$ cat config.mk
export PLATFORM = sky130hd
export DESIGN_NAME = jt89_i2s_tx_flat
export DESIGN_NICKNAME = d
export VERILOG_FILES = /design/src/rtl/jt89_pkg.sv /design/src/rtl/jt89_i2s_tx_if.sv /design/src/rtl/jt89_bclk_div.sv /design/src/rtl/jt89_i2s_tx.sv /design/src/flat_wrapper.sv
export SDC_FILE = /design/constraint.sdc
export NUM_CORES = 1
export LEC_CHECK = 0
export CAP_MARGIN = 20
export CORE_MARGIN = 2
export CORE_UTILIZATION = 55
export DETAILED_ROUTE_END_ITERATION = 10
export PLACE_DENSITY_LB_ADDON = 0.25
export SKIP_CTS_REPAIR_TIMING = 1
export SLEW_MARGIN = 5
export SYNTH_ARGS = -nofsm -noshare
export SYNTH_HDL_FRONTEND = slang
export SYNTH_HIERARCHICAL = 1
export SYNTH_SLANG_ARGS = --single-unit
export TNS_END_PERCENT = 1
$ cat constraint.sdc
create_clock -name clk -period 1.9 [get_ports clk]
set_input_delay 0.475 -clock clk [delete_from_list [all_inputs] [get_ports clk]]
set_output_delay 0.475 -clock clk [all_outputs]
set_load 0.02 [all_outputs]
$ cat src/rtl/jt89_pkg.sv
// Shared constants and the mixer-word to PCM conversion for the JT89 output path.
package jt89_pkg;

    localparam int JT89_SND_W   = 11;
    localparam int JT89_SND_MID = 1024;
    localparam int JT89_I2S_W   = 16;

    // Offset-binary mixer word to signed PCM; the 11-bit range fills the top of 16 bits.
    function automatic logic signed [JT89_I2S_W-1:0] snd2pcm(input logic [JT89_SND_W-1:0] snd);
        logic signed [JT89_I2S_W-1:0] ofs;
        ofs = $signed(JT89_I2S_W'(snd)) - $signed(JT89_I2S_W'(JT89_SND_MID));
        return ofs <<< (JT89_I2S_W - JT89_SND_W);
    endfunction

endpackage

$ cat src/rtl/jt89_i2s_tx_if.sv
// Mixer-side inputs and I2S pins of the JT89 serial transmitter.
interface jt89_i2s_tx_if;
    import jt89_pkg::*;

    logic                  cen;
    logic [JT89_SND_W-1:0] sound;
    logic                  bclk;
    logic                  lrck;
    logic                  sdata;
    logic                  sample_stb;

    modport master (
        output cen, sound,
        input  bclk, lrck, sdata, sample_stb
    );

    modport slave (
        input  cen, sound,
        output bclk, lrck, sdata, sample_stb
    );

endinterface

$ cat src/rtl/jt89_bclk_div.sv
// Bit-clock divider: bclk toggles every DIV cen cycles; fall_o marks the 1->0 toggle cycle.
module jt89_bclk_div #(
    parameter int DIV = 4
) (
    input  logic clk,
    input  logic rst,
    input  logic cen_i,
    output logic bclk_o,
    output logic fall_o
);

    localparam int CW = (DIV > 1) ? $clog2(DIV) : 1;
    localparam logic [CW-1:0] LAST = CW'(DIV - 1);

    logic [CW-1:0] cnt_q, cnt_d;
    logic          bclk_q, bclk_d;
    logic          wrap;

    assign wrap = cen_i && (cnt_q == LAST);

    always_comb begin
        cnt_d  = cnt_q;
        bclk_d = bclk_q;
        if (wrap) begin
            cnt_d  = '0;
            bclk_d = ~bclk_q;
        end else if (cen_i) begin
            cnt_d = cnt_q + CW'(1);
        end
    end

    always_ff @(posedge clk) begin
        if (rst) begin
            cnt_q  <= '0;
            bclk_q <= 1'b0;
        end else begin
            cnt_q  <= cnt_d;
            bclk_q <= bclk_d;
        end
    end

    assign bclk_o = bclk_q;
    // Combinational so the slot logic updates on the same edge that drops bclk.
    assign fall_o = wrap && bclk_q;

endmodule

$ cat src/rtl/jt89_i2s_tx.sv
// Mono-duplicated I2S transmitter: captures the mixer word once per frame and
// shifts it out MSB first on both channels with the standard one-bit delay.
module jt89_i2s_tx
    import jt89_pkg::*;
#(
    parameter int DIV = 4
) (
    input  logic         clk,
    input  logic         rst,
    jt89_i2s_tx_if.slave bus
);

    logic                          fall;
    logic                          bclk;
    logic signed [JT89_I2S_W-1:0]  word;
    logic [4:0]                    slot_q, slot_d;
    logic                          lrck_q, lrck_d;
    logic                          sdata_q, sdata_d;
    logic                          stb_q, stb_d;
    logic [2*JT89_I2S_W-1:0]       frame_q, frame_d;

    jt89_bclk_div #(.DIV(DIV)) u_div (
        .clk    (clk),
        .rst    (rst),
        .cen_i  (bus.cen),
        .bclk_o (bclk),
        .fall_o (fall)
    );

    assign word = snd2pcm(bus.sound);

    // frame_q[31] always holds the bit due on the next slot, so the right LSB
    // leaves on slot 0 while the new word is loaded behind it.
    always_comb begin
        slot_d  = slot_q;
        lrck_d  = lrck_q;
        sdata_d = sdata_q;
        frame_d = frame_q;
        stb_d   = 1'b0;
        if (fall) begin
            slot_d  = slot_q + 5'd1;
            lrck_d  = slot_d[4];
            sdata_d = frame_q[2*JT89_I2S_W-1];
            if (slot_q == 5'd31) begin
                frame_d = {word, word};
                stb_d   = 1'b1;
            end else begin
                frame_d = {frame_q[2*JT89_I2S_W-2:0], 1'b0};
            end
        end
    end

    always_ff @(posedge clk) begin
        if (rst) begin
            slot_q  <= '0;
            lrck_q  <= 1'b0;
            sdata_q <= 1'b0;
            stb_q   <= 1'b0;
            frame_q <= '0;
        end else begin
            slot_q  <= slot_d;
            lrck_q  <= lrck_d;
            sdata_q <= sdata_d;
            stb_q   <= stb_d;
            frame_q <= frame_d;
        end
    end

    assign bus.bclk       = bclk;
    assign bus.lrck       = lrck_q;
    assign bus.sdata      = sdata_q;
    assign bus.sample_stb = stb_q;

endmodule

$ cat src/flat_wrapper.sv
// flat-port wrapper written by rule: the top's interface ports become plain ports
module jt89_i2s_tx_flat import jt89_pkg::*;
#(
    parameter int DIV = 4
)
  (clk, rst, bus_cen, bus_sound, bus_bclk, bus_lrck, bus_sdata, bus_sample_stb);
  jt89_i2s_tx_if bus_i ();
  input  logic clk;
  input  logic rst;
  input wire logic [$bits(bus_i.cen)-1:0] bus_cen;
  input wire logic [$bits(bus_i.sound)-1:0] bus_sound;
  output wire logic [$bits(bus_i.bclk)-1:0] bus_bclk;
  output wire logic [$bits(bus_i.lrck)-1:0] bus_lrck;
  output wire logic [$bits(bus_i.sdata)-1:0] bus_sdata;
  output wire logic [$bits(bus_i.sample_stb)-1:0] bus_sample_stb;
  assign bus_i.cen = bus_cen;
  assign bus_i.sound = bus_sound;
  assign bus_bclk = bus_i.bclk;
  assign bus_lrck = bus_i.lrck;
  assign bus_sdata = bus_i.sdata;
  assign bus_sample_stb = bus_i.sample_stb;
  jt89_i2s_tx #(.DIV(DIV)) u_core (.clk(clk), .rst(rst), .bus(bus_i));
endmodule
== Word level (Yosys, flattened, before mapping) ==
Index checks and enable logic that the tools add are counted.
Widths: inputs -> output; s select.

* Register bits after elaboration: 43
* Bits in latches: 0
* RAM bits: 0
* Bits in read-only memories: 0
* Input port bits: 14
* Output and inout port bits: 4
* Logic and storage cells: 20
* Memories kept: 0

* Add/sub/neg operators: 3
* $mul: 0
* Div/mod/pow operators: 0
* Order comparisons: 0
* Eq/ne operators: 2
* Shift operators: 0
* Multiplexer cells: 2
* Bitwise gates (word level): 2
* Reductions and logical operators: 4

{| class="wikitable"
|+ Operators with widths
! operator !! number
|-
| $mux 32 || 1
|-
| $sub 11x11->11 const B || 1
|-
| $add 5x1->5 const B || 1
|-
| $eq 5x5->1 const B || 1
|-
| $reduce_or 2->1 || 2
|-
| $add 2x1->2 const B || 1
|-
| $eq 2x2->1 const B || 1
|-
| $logic_and 1x1->1 || 2
|-
| $not 1->1 || 2
|-
| $mux 1 || 1
|}

== Depth between registers and ports, before layout ==
* Depth after elaboration: 5
* Gate-level depth with buffers: 7
* Depth with buffers taken out: 5

== Modules after synthesis ==
Netlist, hierarchy kept.

{| class="wikitable"
|+ By module, submodules not included
! module !! times used !! cells each !! area an instance (um^2) !! seq. area each (um^2)
|-
| jt89_i2s_tx || 1 || 153 || 1498.9 || 680.7
|-
| jt89_bclk_div || 1 || 14 || 143.9 || 60.1
|}

== Worst setup path after synthesis ==
No wires, ideal clock.

* Path kind: register to register
* Start: register u_core.slot_q[0]
* End: register u_core.frame_q[10]
* Library setup time: 86 ps
* Arrival: 1488 ps
* Required time: 1814 ps
* Path slack: 326 ps
* Cell stages (with the launch flop): 8
* Path buffers: 2
* Period minus slack after synthesis: 1574 ps
* Cells stage by stage: dfxtp_1 ha_1 and3_1 ha_1 buf_6 buf_12 mux2i_1 a211oi_1

* Word-level cells in the longest chain between the ends: 2

{| class="wikitable"
|+ RTL lines
! what !! line !! source
|-
| start: declaration || jt89_i2s_tx.sv:16 || <nowiki>logic [4:0] slot_q, slot_d;</nowiki>
|-
| start signal: assignment || jt89_i2s_tx.sv:61 || <nowiki>slot_q <= slot_d;</nowiki>
|-
| $eq 5x5->1 || jt89_i2s_tx.sv:44 || <nowiki>if (slot_q == 5'd31) begin</nowiki>
|-
| $mux 32 || jt89_i2s_tx.sv:44 ||
|-
| end signal: assignment || jt89_i2s_tx.sv:65 || <nowiki>frame_q <= frame_d;</nowiki>
|-
| end: declaration || jt89_i2s_tx.sv:20 || <nowiki>logic [2*JT89_I2S_W-1:0] frame_q, frame_d;</nowiki>
|}

Every way passes these cells.
A chain may end at the register's enable or synchronous reset.

== Final worst setup path ==
* Start: register u_core.u_div.bclk_q, in the netlist u_core/u_div/bclk_o
* End: output port bus_bclk

{| class="wikitable"
|+ RTL lines
! what !! line !! source
|-
| start: declaration || jt89_bclk_div.sv:16 || <nowiki>logic bclk_q, bclk_d;</nowiki>
|-
| start signal: assignment || jt89_bclk_div.sv:38 || <nowiki>bclk_q <= bclk_d;</nowiki>
|-
| end: declaration || flat_wrapper.sv:12 || <nowiki>output wire logic [$bits(bus_i.bclk)-1:0] bus_bclk;</nowiki>
|}

No word-level cell between the ends.

==> results.tsv <==
metric	value	unit
status	finished, violations left	
failing checks	design-rule violations	
area grow syn2layout	20.0	%
Clock H-tree levels	2	
Worst Hold Depth	2	
Final Util	0.702	
Final ANT Viol Nets	0	
sequential share of the synthesized area	0.451	
final setup skew	15.1	ps
vias per cell	5.74	
count of final setup violators	0	
slowest stage cell, crit path	clkdlybuf4s50_1	
later-pin clock latency in the skew report	350	ps
reg2reg end	u_core/frame_q[24]	
via count	1251	
synth warn	6	
nets@finish	204	
Max clock buf depth	2	
Crit Path Class	reg -> out	
cts bufs inserted	5	
Max-slew headroom	0.845	
Leak	0.650	nW
DR pass1 iterations	7	
drt total wl	3.12	mm
Mapped Cells	167	
CP top delay family	buffers and inverters	
max_cap viols	0	
die area	3440	sq um
syn avg cell area	9.84	sq um
FP Rows	19	
Routed WL per cell	14.3	um
Critical R2R Launch	u_core/slot_q[0]	
Final min period	1820	ps
worst vdd ir	0.467	mV
cell area after synthesis	1640	sq um
Register-to-Register Path Depth	6	
Max Slew Vio Count	0	
unrepaired setup endpoints after global routing	no	
post-route total power	0.00151	W
detailed placer's ending HPWL	2.17	mm
CP required	1420	ps
vias in the first global route	1200	
synthesized flop and latch total	37	
Hold Path Class	reg -> reg	
antenna violations before repair	0	
CP peak stage delay	630	ps
Total GRT Usage	0.200	
root buf cell	clkbuf_4	
crit end category	output pin	
Worst Path Max Fanout	4	
DRC viols	1	
# clock sinks	37	
antenna cell count	0	
CORE AREA	2810	sq um
CP cell instances	clkdlybuf4s50_1	
Arr. time, crit path	1350	ps
CP Buf/Inv Count	1	
Hold Crit Start	u_core/frame_q[16]	
first-pass GRT wire length	5.17	mm
Final TNS setup	0	ps
Fin. Hold Viols	0	
Mapped Nets	185	
r2r setup slk	220	ps
Tightest Pin Transition	232	ps
Detailed Route Iter0 Violations	50	
Initial Utilization	0.586	
Hold Crit Endpoint	u_core/frame_q[16]	
CTS tree	built	
die height	58.7	um
I/O Buffers	17	
pin count of the biggest net entering global routing	30	
crit start category	flop	
grt ovf	0	
share of cells above drive strength 1	0.118	
die width	58.7	um
Cell variety after synth	24	
RD Place Congestion	0.719	
Pwr Density	769	nW/um^2
IO Pins	18	
fin crit share	0.959	
Max Fclk	549	MHz
clock slew at reported path FFs	110	ps
cells in the final DEF (no fill, tap or decap), drive strengths merged:
cell type,n
nand3b,8
o32ai,2
nand2,1
a21bo,2
or3b,1
nor2b,1
a21oi,10
a211oi,19
nand4,1
dfxtp,37
mux2,1
nor2,27
and2,2
xnor2,1
clkinv,1
and3,2
dlymetal6s2s,1
buf,9
ha,4
nand2b,11
mux2i,22
clkdlybuf4s50,16
clkbuf,5
bufinv,2
nand3,1
per-stage QoR:
step                instance area, sq um  hold WS (ps)  setup WS [ps]  cells
floorplan                           1640           443            326    167
global placement                    1870           452            148    210
detailed placement                  1870           459            112    210
CTS                                 1970           476           44.0    218
global route                        1970           492           14.0    218
finish                              1970           475           78.1    218
kinds of logic (layout without fill, tap and decap cells):
kind of cell             Yosys count  in the layout  share of synthesized area
flip-flops                        37             37                      0.451
XOR/XNOR                           1              1                    0.00533
AO/OA/AOI/OAI                     33             33                      0.142
AND/OR/NAND/NOR                   55             55                      0.174
multiplexers                      23             23                      0.141
adder cells (fa/ha/maj)            4              4                     0.0305
buffers and inverters             14             34                     0.0564
state kept, by name (all words and copies together) (netlist names):
register,flops
u_core/u_div/cnt_q,2
u_core/u_div/bclk_o,1
u_core/slot_q,5
u_core/bus.sample_stb,1
u_core/frame_q,27
u_core/bus.sdata,1
per-layer routing:
metal | part of all wire | GRT usage | routed length, um | up-vias
li1 | - | - | - | 634
met1 | 0.43 | 0.244 | 1330 | 586
met2 | 0.51 | 0.331 | 1590 | 26
met3 | 0.051 | 0.0615 | 160 | 5
met4 | 0.012 | 0.0779 | 38 | 0
met5 | 0 | 0 | 0 | -
cell usage after synthesis:
cell,number,share of area
buf_2,7,0.021
dfxtp_1,37,0.45
and3_1,2,0.0076
or3b_1,1,0.0053
xnor2_1,1,0.0053
nor2_1,27,0.062
buf_6,2,0.014
buf_12,1,0.012
and2_1,2,0.0076
a21oi_2,1,0.0053
nor2b_1,1,0.0038
o32ai_1,2,0.011
clkbuf_1,4,0.0091
mux2_2,1,0.0069
nand4_1,1,0.0038
ha_1,4,0.030
mux2i_1,22,0.13
nand3_1,1,0.0030
a21bo_2,2,0.012
nand2b_1,11,0.042
nand2_1,1,0.0023
nand3b_1,8,0.037
a211oi_1,19,0.087
a21oi_1,9,0.027
report_power, final:
group          total [W]  internal, W  switching, W
clock           0.000669     0.000407      0.000262
combinational  0.0000646    0.0000371     0.0000275
sequential      0.000781     0.000779    0.00000224
total            0.00151      0.00122      0.000292
final cells by class:
cell class | count | area [sq um]
multi-input combinational | 116 | 811
clock inverter | 3 | 65.1
fill | 210 | 835
tap | 31 | 38.8
sequential | 37 | 741
timing repair buffer | 26 | 278
clock buffer | 5 | 37.5
worst max-delay path by stage:
stage / depth (start not counted) / slack, ps / to / startpoint
floorplan: 7 / 330 / u_core/frame_q[10] / u_core/slot_q[0]
global placement: 5 / 150 / u_core/frame_q[24] / bus_cen
detailed placement: 5 / 110 / u_core/frame_q[7] / bus_cen
CTS: 1 / 40 / bus_lrck / u_core/slot_q[4]
global route: 1 / 10 / bus_bclk / u_core/u_div/bclk_o
finish: 1 / 80 / bus_bclk / u_core/u_div/bclk_o
No activity file was read; power rests on OpenSTA's default activity.
